**src/rtl/draw_pkg.sv**
```systemverilog
// Shared types and helpers for the 2-D drawing pipeline span writer.
package draw_pkg;

  localparam int unsigned PIX_PER_WORD = 4;
  localparam int unsigned BPP          = 4;

  typedef enum logic [1:0] {
    ST_IDLE,
    ST_SETUP,
    ST_ACCUM,
    ST_WRITE
  } state_t;

  // Nibble 0 occupies bits 15:12, so it is enabled by the top mask bit.
  function automatic logic [PIX_PER_WORD-1:0] nib_mask(input logic [1:0] nib);
    return 4'b1000 >> nib;
  endfunction

  function automatic logic [PIX_PER_WORD*BPP-1:0] fill_data(
    input logic [PIX_PER_WORD-1:0] mask,
    input logic [BPP-1:0]          color
  );
    logic [PIX_PER_WORD*BPP-1:0] d;
    d = '0;
    for (int unsigned i = 0; i < PIX_PER_WORD; i++) begin
      if (mask[i]) d[i*BPP +: BPP] = color;
    end
    return d;
  endfunction

endpackage

```
**src/rtl/draw_pixel_addr.sv**
```systemverilog
// Combinational pixel-to-word mapping: clip test, word address and nibble select.
module draw_pixel_addr
  import draw_pkg::*;
#(
  parameter int CORDW = 16,
  parameter int ADDRW = 16
) (
  input  logic signed [CORDW-1:0] i_x,
  input  logic [ADDRW-1:0]        i_line_addr,
  input  logic [ADDRW-1:0]        i_width_words,
  output logic                    o_clip,
  output logic [ADDRW-1:0]        o_word_addr,
  output logic [1:0]              o_nib
);

  localparam int CW = (CORDW > ADDRW) ? CORDW : ADDRW;

  logic [CORDW-1:0] w_xu;
  logic [CW-1:0]    w_off;
  logic [CW-1:0]    w_wid;

  assign w_xu  = $unsigned(i_x) >> 2;
  assign w_off = CW'(w_xu);
  assign w_wid = CW'(i_width_words);

  assign o_clip      = i_x[CORDW-1] || (w_off >= w_wid);
  assign o_word_addr = i_line_addr + ADDRW'(w_xu);
  assign o_nib       = i_x[1:0];

endmodule

```
**src/rtl/draw_span_writer.sv**
```systemverilog
// Packs stepper pixels of one span into nibble-masked VRAM word writes,
// merging same-word pixels and stalling the stepper while a write is pending.
module draw_span_writer
  import draw_pkg::*;
#(
  parameter int CORDW = 16,
  parameter int ADDRW = 16
) (
  input  logic                    clk,
  input  logic                    reset_i,
  input  logic                    start_i,
  input  logic [ADDRW-1:0]        base_addr_i,
  input  logic [ADDRW-1:0]        width_words_i,
  input  logic signed [CORDW-1:0] y_i,
  input  logic [3:0]              color_i,
  input  logic signed [CORDW-1:0] x_i,
  input  logic                    drawing_i,
  input  logic                    done_i,
  output logic                    oe_o,
  output logic                    vram_wr_o,
  output logic [ADDRW-1:0]        vram_addr_o,
  output logic [15:0]             vram_data_o,
  output logic [3:0]              vram_mask_o,
  input  logic                    vram_ack_i,
  output logic                    busy_o,
  output logic                    done_o
);

  state_t                  r_state, w_state_n;
  logic [ADDRW-1:0]        r_base, w_base_n, r_width, w_width_n;
  logic [ADDRW-1:0]        r_line_addr, w_line_addr_n;
  logic signed [CORDW-1:0] r_y, w_y_n;
  logic [3:0]              r_color, w_color_n;
  logic                    r_yclip, w_yclip_n, r_end_pending, w_end_pending_n;
  logic                    r_acc_valid, w_acc_valid_n;
  logic [ADDRW-1:0]        r_acc_addr, w_acc_addr_n;
  logic [3:0]              r_acc_mask, w_acc_mask_n;
  logic                    r_wr, w_wr_n;
  logic [ADDRW-1:0]        r_addr, w_addr_n;
  logic [15:0]             r_data, w_data_n;
  logic [3:0]              r_mask, w_mask_n;
  logic                    r_busy, w_busy_n, r_done, w_done_n;

  logic                    w_clip, w_pix, w_split, w_end;
  logic [ADDRW-1:0]        w_word;
  logic [1:0]              w_nib;
  logic                    w_mrg_valid;
  logic [ADDRW-1:0]        w_mrg_addr;
  logic [3:0]              w_mrg_mask;

  draw_pixel_addr #(.CORDW(CORDW), .ADDRW(ADDRW)) u_pix (
    .i_x           (x_i),
    .i_line_addr   (r_line_addr),
    .i_width_words (r_width),
    .o_clip        (w_clip),
    .o_word_addr   (w_word),
    .o_nib         (w_nib)
  );

  // Accumulator as it would look after absorbing this cycle's pixel.
  assign w_pix       = drawing_i && !r_yclip && !w_clip;
  assign w_split     = w_pix && r_acc_valid && (w_word != r_acc_addr);
  assign w_end       = done_i || r_end_pending;
  assign w_mrg_valid = r_acc_valid || w_pix;
  assign w_mrg_addr  = w_pix ? w_word : r_acc_addr;
  assign w_mrg_mask  = (r_acc_valid ? r_acc_mask : '0) | (w_pix ? nib_mask(w_nib) : '0);

  always_comb begin
    w_state_n       = r_state;
    w_base_n        = r_base;
    w_width_n       = r_width;
    w_line_addr_n   = r_line_addr;
    w_y_n           = r_y;
    w_color_n       = r_color;
    w_yclip_n       = r_yclip;
    w_end_pending_n = r_end_pending;
    w_acc_valid_n   = r_acc_valid;
    w_acc_addr_n    = r_acc_addr;
    w_acc_mask_n    = r_acc_mask;
    w_wr_n          = r_wr;
    w_addr_n        = r_addr;
    w_data_n        = r_data;
    w_mask_n        = r_mask;
    w_busy_n        = r_busy;
    w_done_n        = 1'b0;
    case (r_state)
      ST_IDLE: begin
        if (start_i) begin
          w_base_n        = base_addr_i;
          w_width_n       = width_words_i;
          w_y_n           = y_i;
          w_color_n       = color_i;
          w_end_pending_n = 1'b0;
          w_busy_n        = 1'b1;
          w_state_n       = ST_SETUP;
        end
      end
      ST_SETUP: begin
        w_line_addr_n   = r_base + ADDRW'($unsigned(r_y)) * r_width;
        w_yclip_n       = r_y[CORDW-1];
        w_acc_valid_n   = 1'b0;
        w_acc_mask_n    = '0;
        w_end_pending_n = r_end_pending | done_i;
        w_state_n       = ST_ACCUM;
      end
      ST_ACCUM: begin
        if (w_split) begin
          w_wr_n          = 1'b1;
          w_addr_n        = r_acc_addr;
          w_mask_n        = r_acc_mask;
          w_data_n        = fill_data(r_acc_mask, r_color);
          w_acc_addr_n    = w_word;
          w_acc_mask_n    = nib_mask(w_nib);
          w_end_pending_n = w_end;
          w_state_n       = ST_WRITE;
        end else if (w_end && w_mrg_valid) begin
          w_wr_n          = 1'b1;
          w_addr_n        = w_mrg_addr;
          w_mask_n        = w_mrg_mask;
          w_data_n        = fill_data(w_mrg_mask, r_color);
          w_acc_valid_n   = 1'b0;
          w_acc_mask_n    = '0;
          w_end_pending_n = 1'b1;
          w_state_n       = ST_WRITE;
        end else if (w_end) begin
          w_done_n        = 1'b1;
          w_busy_n        = 1'b0;
          w_end_pending_n = 1'b0;
          w_state_n       = ST_IDLE;
        end else begin
          w_acc_valid_n   = w_mrg_valid;
          w_acc_addr_n    = w_mrg_addr;
          w_acc_mask_n    = w_mrg_mask;
        end
      end
      ST_WRITE: begin
        w_end_pending_n = r_end_pending | done_i;
        if (vram_ack_i) begin
          w_wr_n = 1'b0;
          if (!r_end_pending) begin
            w_state_n = ST_ACCUM;
          end else if (r_acc_valid) begin
            // Flush the remaining word back-to-back without revisiting ACCUM.
            w_wr_n        = 1'b1;
            w_addr_n      = r_acc_addr;
            w_mask_n      = r_acc_mask;
            w_data_n      = fill_data(r_acc_mask, r_color);
            w_acc_valid_n = 1'b0;
            w_acc_mask_n  = '0;
          end else begin
            w_done_n        = 1'b1;
            w_busy_n        = 1'b0;
            w_end_pending_n = 1'b0;
            w_state_n       = ST_IDLE;
          end
        end
      end
      default: w_state_n = ST_IDLE;
    endcase
  end

  always_ff @(posedge clk) begin
    if (reset_i) begin
      r_state       <= ST_IDLE;
      r_base        <= '0;
      r_width       <= '0;
      r_line_addr   <= '0;
      r_y           <= '0;
      r_color       <= '0;
      r_yclip       <= 1'b0;
      r_end_pending <= 1'b0;
      r_acc_valid   <= 1'b0;
      r_acc_addr    <= '0;
      r_acc_mask    <= '0;
      r_wr          <= 1'b0;
      r_addr        <= '0;
      r_data        <= '0;
      r_mask        <= '0;
      r_busy        <= 1'b0;
      r_done        <= 1'b0;
    end else begin
      r_state       <= w_state_n;
      r_base        <= w_base_n;
      r_width       <= w_width_n;
      r_line_addr   <= w_line_addr_n;
      r_y           <= w_y_n;
      r_color       <= w_color_n;
      r_yclip       <= w_yclip_n;
      r_end_pending <= w_end_pending_n;
      r_acc_valid   <= w_acc_valid_n;
      r_acc_addr    <= w_acc_addr_n;
      r_acc_mask    <= w_acc_mask_n;
      r_wr          <= w_wr_n;
      r_addr        <= w_addr_n;
      r_data        <= w_data_n;
      r_mask        <= w_mask_n;
      r_busy        <= w_busy_n;
      r_done        <= w_done_n;
    end
  end

  assign oe_o        = (r_state == ST_ACCUM);
  assign vram_wr_o   = r_wr;
  assign vram_addr_o = r_addr;
  assign vram_data_o = r_data;
  assign vram_mask_o = r_mask;
  assign busy_o      = r_busy;
  assign done_o      = r_done;

endmodule

```
**config.mk**
```make
export PLATFORM = sky130hd
export DESIGN_NAME = draw_span_writer
export DESIGN_NICKNAME = d
export VERILOG_FILES = /design/src/rtl/draw_pkg.sv /design/src/rtl/draw_pixel_addr.sv /design/src/rtl/draw_span_writer.sv
export SDC_FILE = /design/constraint.sdc
export NUM_CORES = 1
export LEC_CHECK = 0
export BUFFER_PORTS_ARGS = -buffer_cell sky130_fd_sc_hd__buf_2
export CELL_PAD_IN_SITES_DETAIL_PLACEMENT = 1
export CELL_PAD_IN_SITES_GLOBAL_PLACEMENT = 1
export CORE_MARGIN = 8
export CORE_UTILIZATION = 49
export CTS_BUF_LIST = sky130_fd_sc_hd__clkbuf_8 sky130_fd_sc_hd__clkbuf_16
export DETAILED_ROUTE_END_ITERATION = 12
export PLACE_DENSITY_LB_ADDON = 0.08
export SLEW_MARGIN = 5
export SYNTH_ARGS = -nofsm -noshare
export SYNTH_HDL_FRONTEND = slang
export SYNTH_SLANG_ARGS = --single-unit
export TNS_END_PERCENT = 10
```
**constraint.sdc**
```tcl
create_clock -name clk -period 16.8 [get_ports clk]
set_clock_uncertainty 0.2 [all_clocks]
set_input_delay 3.36 -clock clk [delete_from_list [all_inputs] [get_ports clk]]
set_output_delay 3.36 -clock clk [all_outputs]
set_load 0.01 [all_outputs]
```
==> impl_metrics.env, run 1 <==
export IMPL_outcome="complete, no violations"
export IMPL_final_hold_viol_count=0
export IMPL_setup_ws_ps=9490
export IMPL_netlist_area_um2=11500
export IMPL_cts_max_path_buffers=2
export IMPL_cts_buffers=17
export IMPL_required_ps=16970
export IMPL_cts_root_buf="clkbuf_16"
export IMPL_syn_num_nets=1697
export IMPL_endpoint_kind="flip-flop"
export IMPL_start_util_pct=49.4
export IMPL_viasPerCell=5.51
export IMPL_syn_instance_count=1448
export IMPL_drive_gt1_share_pct=11.1
export IMPL_clock_fmax_mhz=137
export IMPL_finalInstanceArea_um2=12700
export IMPL_critPathBufInv=2
export IMPL_setup_violations=0
export IMPL_pre_cts_ws_ps=9150
export IMPL_synth_area_leader_cell="dfxtp_1"
export IMPL_die_width_um=169
export IMPL_vdd_drop_max_mv=0.0549
export IMPL_p_per_area_nw_per_um2=75.1
export IMPL_cts_setup_buffers=0
export IMPL_ys_seq_area_share_pct=23.0
export IMPL_slew_violations=0
export IMPL_crit_top_cell="o21ai_0"
export IMPL_clock_latency_ps=440
export IMPL_async_reset_ff_share_pct=0
export IMPL_critPathLaunchType="input port"
export IMPL_synth_area_top_cells="dfxtp_1 23%, fa_1 17%, nand2_1 9.0%"
export IMPL_drt_initial_drc_count=504
export IMPL_cpPeakStageDelay_ps=830
export IMPL_postCtsHoldBufs=0
export IMPL_crit_family="simple AND/OR/NAND/NOR gates"
export IMPL_relSlewSlack_pct=22.7
export IMPL_grt_use_total_pct=24.8
export IMPL_overflow=0
export IMPL_worstSetupPathType="input port to flip-flop"
export IMPL_ios=114
export IMPL_synth_cell_type_count=67
export IMPL_area_delta_synth_final_pct=10.8
export IMPL_grt_max_degree=70
export IMPL_antennaDiodeCount=0
export IMPL_layout_commonest_cell="nand2_1"
export IMPL_worst_slew_pin_slew_ps=1160
export IMPL_cts_max_level=4
export IMPL_rows=56
export IMPL_fp_dieArea_um2=28600
export IMPL_placedInstanceArea_um2=12200
export IMPL_drc_errors=0
export IMPL_vias=10100
export IMPL_ant_nets=0
export IMPL_clk_pin_slew_ps=70
export IMPL_rsz0062_at_grt="false"
export IMPL_fin_nets=1752
export IMPL_hp_class="flip-flop to flip-flop"
export IMPL_most_common_layout_cells="277 x nand2_1, 175 x inv_1, 132 x dfxtp_1"
export IMPL_core_area_um2=23300
export IMPL_crit_arrival_ps=7480
export IMPL_ys_ff_latch=132
export IMPL_grt_pass1_vias=10900
export IMPL_syn_area_per_cell_um2=7.94
export IMPL_ys_warn_count=0
export IMPL_crit_path_cell_trace="buf_2 -> ha_1 -> inv_1 -> fa_1 -> nor2b_1 -> o21a_1 -> o21ai_0 -> a221o_1 -> mux2i_1 -> nor4_1 -> nand4_1 -> nand2_1 -> o21ai_0 -> a21oi_1"
export IMPL_grt_pass1_wl_um=56500
export IMPL_synth_edff_count=0
export IMPL_dr_pass1_iters=5
export IMPL_clock_sinks=132
export IMPL_crit_path_max_fanout=37
export IMPL_period_share_pct=43.5
export IMPL_io_buffer_count=113
export IMPL_total_leakage_power_nw=5.56
export IMPL_routedWlPerCell_um=19.0
export IMPL_min_period_ps=7310
export IMPL_routed_wirelength_um=34900
export IMPL_place_congestion=0.932
export IMPL_cts_tree="yes"
export IMPL_synth_top_flop_cell="dfxtp_1"
export IMPL_antenna_found_initial=0
export IMPL_synth_top_area_share_pct=23.0
export IMPL_die_h_um=169
export IMPL_final_setup_tns_ps=0
export IMPL_slowest_stage="nand2_1"
export IMPL_dp_hpwl_um=26500
export IMPL_cts_resized=0
export IMPL_drv_cap=0
routing by layer:
metal  wire length, um  vias to the layer above  global-route usage (%)
met5                 0                        -                       0
met4               680                        0                    7.20
met3              1130                       51                    3.63
met2             18600                      176                    46.9
met1             14500                     5018                    28.3
li1                  -                     4863                       -
flip-flops by register name, summed over array words and instances, names as in the netlist:
name and flops:
r_acc_addr 16, done_o 1, busy_o 1, vram_addr_o 16, vram_data_o 16, r_yclip 1, r_acc_mask 4, r_line_addr 16
r_state 2, r_end_pending 1, r_width 16, r_acc_valid 1, r_y 16, vram_mask_o 4, r_color 4, vram_wr_o 1
r_base 16
tightest hold or removal path, cell delays in order, from the launching register on:
cell and delay, ps:
dfxtp_1 310, nand2_1 50, a21oi_1 50
cell usage after synthesis, types with 3 or more instances:
cell,count
nand2_1,277
inv_1,175
dfxtp_1,132
a21oi_1,124
fa_1,95
ha_1,80
clkbuf_1,74
nor2_1,59
and2_1,47
xnor2_1,46
o21ai_0,39
nand3_1,28
o211ai_1,23
a211oi_1,22
nand3b_1,19
nor3_1,19
mux2i_1,17
a21o_1,14
and3_1,12
nor2b_1,12
o21a_1,11
xor2_1,11
a31oi_1,9
nand4_1,8
nand2b_1,7
nor4_1,7
a211o_1,5
buf_2,5
or2_2,5
nor3b_1,4
o21ai_1,4
a21boi_0,3
a22oi_1,3
a311oi_1,3
buf_1,3
o211a_1,3
o32ai_1,3
or2_1,3
cell families (layout without fill, tap and decap cells):
group           after synthesis  after routing  synth area share [%]
mux                          17             17                  1.48
simple gates                518            518                  21.0
fa+ha+maj                   175            175                  25.3
compound gates              287            287                  15.6
flops                       132            132                  23.0
buf+inv                     259            327                  8.75
xor+xnor                     60             60                  4.94
power by group:
group	switching, mW	internal (mW)
clock	0.178	0.196
sequential	0.0278	0.328
combinational	0.139	0.0884
through the flow:
step,hold WS (ps),instances,utilization (%),power [mW]
after floorplan,232,1448,-,0.517
after global placement,238,1803,52.3,0.578
after detailed placement,242,1803,52.3,0.589
after CTS,251,1835,54.7,0.964
after global routing,276,1835,54.7,1.01
final,251,1835,54.7,0.956
final cells by class:
cell class                 instances  area, um2
sequential                       132       2640
fill                            2938      10500
clock inverter                    15        140
clock buffer                      17        425
inverter                         175        657
multi-input combinational       1057       7850
tap                              319        399
timing repair buffer             120        621
final timing paths:
kind | from | endpoint | slack [ps] | cells past startpoint
max | x_i[2] | vram_addr_o[14]$_SDFFE_PP0P_ | 9490 | 14
min | r_color[2]$_SDFFE_PP0P_ | r_color[2]$_SDFFE_PP0P_ | 250 | 2
max reg2reg | r_width[1]$_SDFFE_PP0P_ | r_line_addr[15]$_SDFFE_PP0P_ | 10610 | 18
min reg2reg | r_color[2]$_SDFFE_PP0P_ | r_color[2]$_SDFFE_PP0P_ | 250 | 2
No activity file was read; power rests on OpenSTA's default activity.
==> inputs of run 2 (changes only) <==
Settings changed: ABC_AREA from default to 1, CORE_UTILIZATION 49 to 40.
Clock period 16.8 ns to 5.9 ns, I/O delays scaled along.
==> impl_metrics.env, run 2 <==
export IMPL_outcome="complete, no violations"
export IMPL_cts_max_level=4
export IMPL_final_hold_viol_count=0
export IMPL_ys_seq_area_share_pct=22.0
export IMPL_dp_hpwl_um=30300
export IMPL_fin_nets=2084
export IMPL_final_setup_tns_ps=0
export IMPL_drc_errors=0
export IMPL_dp_cells=2206
export IMPL_fp_dieArea_um2=35900
export IMPL_clock_sinks=132
export IMPL_synthMostInstantiatedCell="nand2_1"
export IMPL_synth_top_flop_cell="dfxtp_1"
export IMPL_hp_class="flip-flop to flip-flop"
export IMPL_syn_num_nets=2013
export IMPL_grt_max_degree=51
export IMPL_dr_pass1_iters=6
export IMPL_p_per_area_nw_per_um2=349
export IMPL_synth_top_area_share_pct=22.0
export IMPL_setup_violations=0
export IMPL_grt_use_total_pct=21.6
export IMPL_crit_path_max_fanout=10
export IMPL_synth_edff_count=0
export IMPL_routed_wirelength_um=38000
export IMPL_drive_gt1_share_pct=11.6
export IMPL_die_width_um=189
export IMPL_hold_path_startpoint="vram_data_o[0]$_SDFFE_PP0P_"
export IMPL_netlist_area_um2=12000
export IMPL_clock_latency_ps=440
export IMPL_ant_nets=0
export IMPL_crit_arrival_ps=5730
export IMPL_layout_commonest_cell="nand2_1"
export IMPL_cts_max_path_buffers=2
export IMPL_core_area_um2=29600
export IMPL_postCtsHoldBufs=0
export IMPL_reg2reg_from="r_y[2]$_SDFFE_PP0P_"
export IMPL_most_common_layout_cells="471 x nand2_1, 300 x inv_1, 148 x nor2_1"
export IMPL_required_ps=6030
export IMPL_rsz0062_at_grt="false"
export IMPL_clk_pin_slew_ps=70
export IMPL_synthTopCellsByCount="471 x nand2_1, 300 x inv_1, 148 x nor2_1, 132 x dfxtp_1, 117 x o21ai_0"
export IMPL_total_leakage_power_nw=6.76
export IMPL_ys_warn_count=0
export IMPL_rows=63
export IMPL_relSlewSlack_pct=28.3
export IMPL_viasPerCell=5.00
export IMPL_vias=11200
export IMPL_min_period_ps=5600
export IMPL_cts_resized=0
export IMPL_antennaDiodeCount=0
export IMPL_synth_area_leader_cell="dfxtp_1"
export IMPL_power_total_mw=4.70
export IMPL_startpoint="r_y[2]$_SDFFE_PP0P_"
export IMPL_final_cell_count_no_fill=2238
export IMPL_drt_initial_drc_count=484
export IMPL_grt_pass1_vias=11800
export IMPL_start_util_pct=40.6
export IMPL_syn_area_per_cell_um2=6.82
export IMPL_antenna_found_initial=0
export IMPL_endpoint_kind="flip-flop"
export IMPL_clock_fmax_mhz=179
export IMPL_place_congestion=0.879
export IMPL_grt_pass1_wl_um=62400
export IMPL_vdd_drop_max_mv=0.188
export IMPL_ys_ff_latch=132
export IMPL_synth_area_top_cells="dfxtp_1 22%, fa_1 16%, nand2_1 15%"
export IMPL_syn_instance_count=1764
export IMPL_cts_root_buf="clkbuf_16"
export IMPL_cts_setup_buffers=0
export IMPL_die_h_um=189
export IMPL_holdWs_ps=265
export IMPL_area_delta_synth_final_pct=12.0
export IMPL_period_share_pct=94.9
export IMPL_slew_violations=0
export IMPL_ios=114
export IMPL_critPathLaunchType="flip-flop"
export IMPL_async_reset_ff_share_pct=0
export IMPL_worst_slew_pin_slew_ps=1070
export IMPL_io_buffer_count=113
export IMPL_worstSetupPathType="flip-flop to flip-flop"
export IMPL_cts_buffers=17
export IMPL_drv_cap=0
export IMPL_overflow=0
export IMPL_cts_tree="yes"
export IMPL_routedWlPerCell_um=17.0
export IMPL_synth_cell_type_count=41
==> run 2: routing by layer <==
metal  global-route usage, %  vias to the layer above  wire length (um)
met5                       0                        -                 0
met4                    5.26                        0               544
met3                    2.35                       30               799
met2                    39.8                      141             19800
met1                    26.5                     5429             16800
li1                        -                     5584                 -
==> run 2: kinds of logic after synthesis <==
family / share of synthesized area, %
DFF: 22.0
xor gates and xnor gates: 3.19
AOI/OAI and AO/OA: 11.2
and+or+nand+nor: 26.8
adders and majority gates: 24.1
buffers and inverters: 12.8
==> run 2: area by class of cell <==
type,count,area [um2]
flip-flops and latches,132,2660
repair buffers,134,723
clock inverters,15,169
clock buffers,17,425
inverters,308,1160
well taps,390,488
fillers,3943,16200
multi-input cells,1242,7860
==> run 2: critical path: stages (launching register included) <==
cell and delay, ps:
dfxtp_1 620, buf_4 240, nand2_1 70, fa_1 490, inv_1 40, ha_1 270
ha_1 210, fa_1 450, ha_1 300, inv_1 50, fa_1 480, inv_1 40
ha_1 360, nand2_1 70, o21ai_0 210, buf_4 180, nand2_1 50, nand2_1 60
a21oi_1 100, o21ai_0 320, a21oi_1 120, o21ai_0 240, xor2_1 100, o21ai_0 160
inv_1 60
==> run 2: worst paths after layout <==
| check | cells after the start | slack (ps) | to |
|---|---|---|---|
| worst max register to register | 24 | 300 | r_line_addr[13]$_SDFFE_PP0P_ |
| worst max-delay path | 24 | 300 | r_line_addr[13]$_SDFFE_PP0P_ |
| worst min-delay path | 2 | 260 | vram_data_o[0]$_SDFFE_PP0P_ |
| worst min register to register | 2 | 260 | vram_data_o[0]$_SDFFE_PP0P_ |
==> run 2: power breakdown <==
group / switching, mW / internal (mW)
registers: 0.211 / 1.05
clock network: 0.478 / 0.633
logic: 1.50 / 0.831
total: 2.19 / 2.51
==> run 2: through the flow <==
stage | setup WS [ps] | util [%] | instance area, um2
final | 303 | 45.5 | 13500
after global routing | 18.7 | 45.5 | 13500
after CTS | 180 | 45.4 | 13500
after detailed placement | 233 | 43.4 | 12900
after global placement | 378 | 43.4 | 12900
after floorplan | 551 | - | 12000
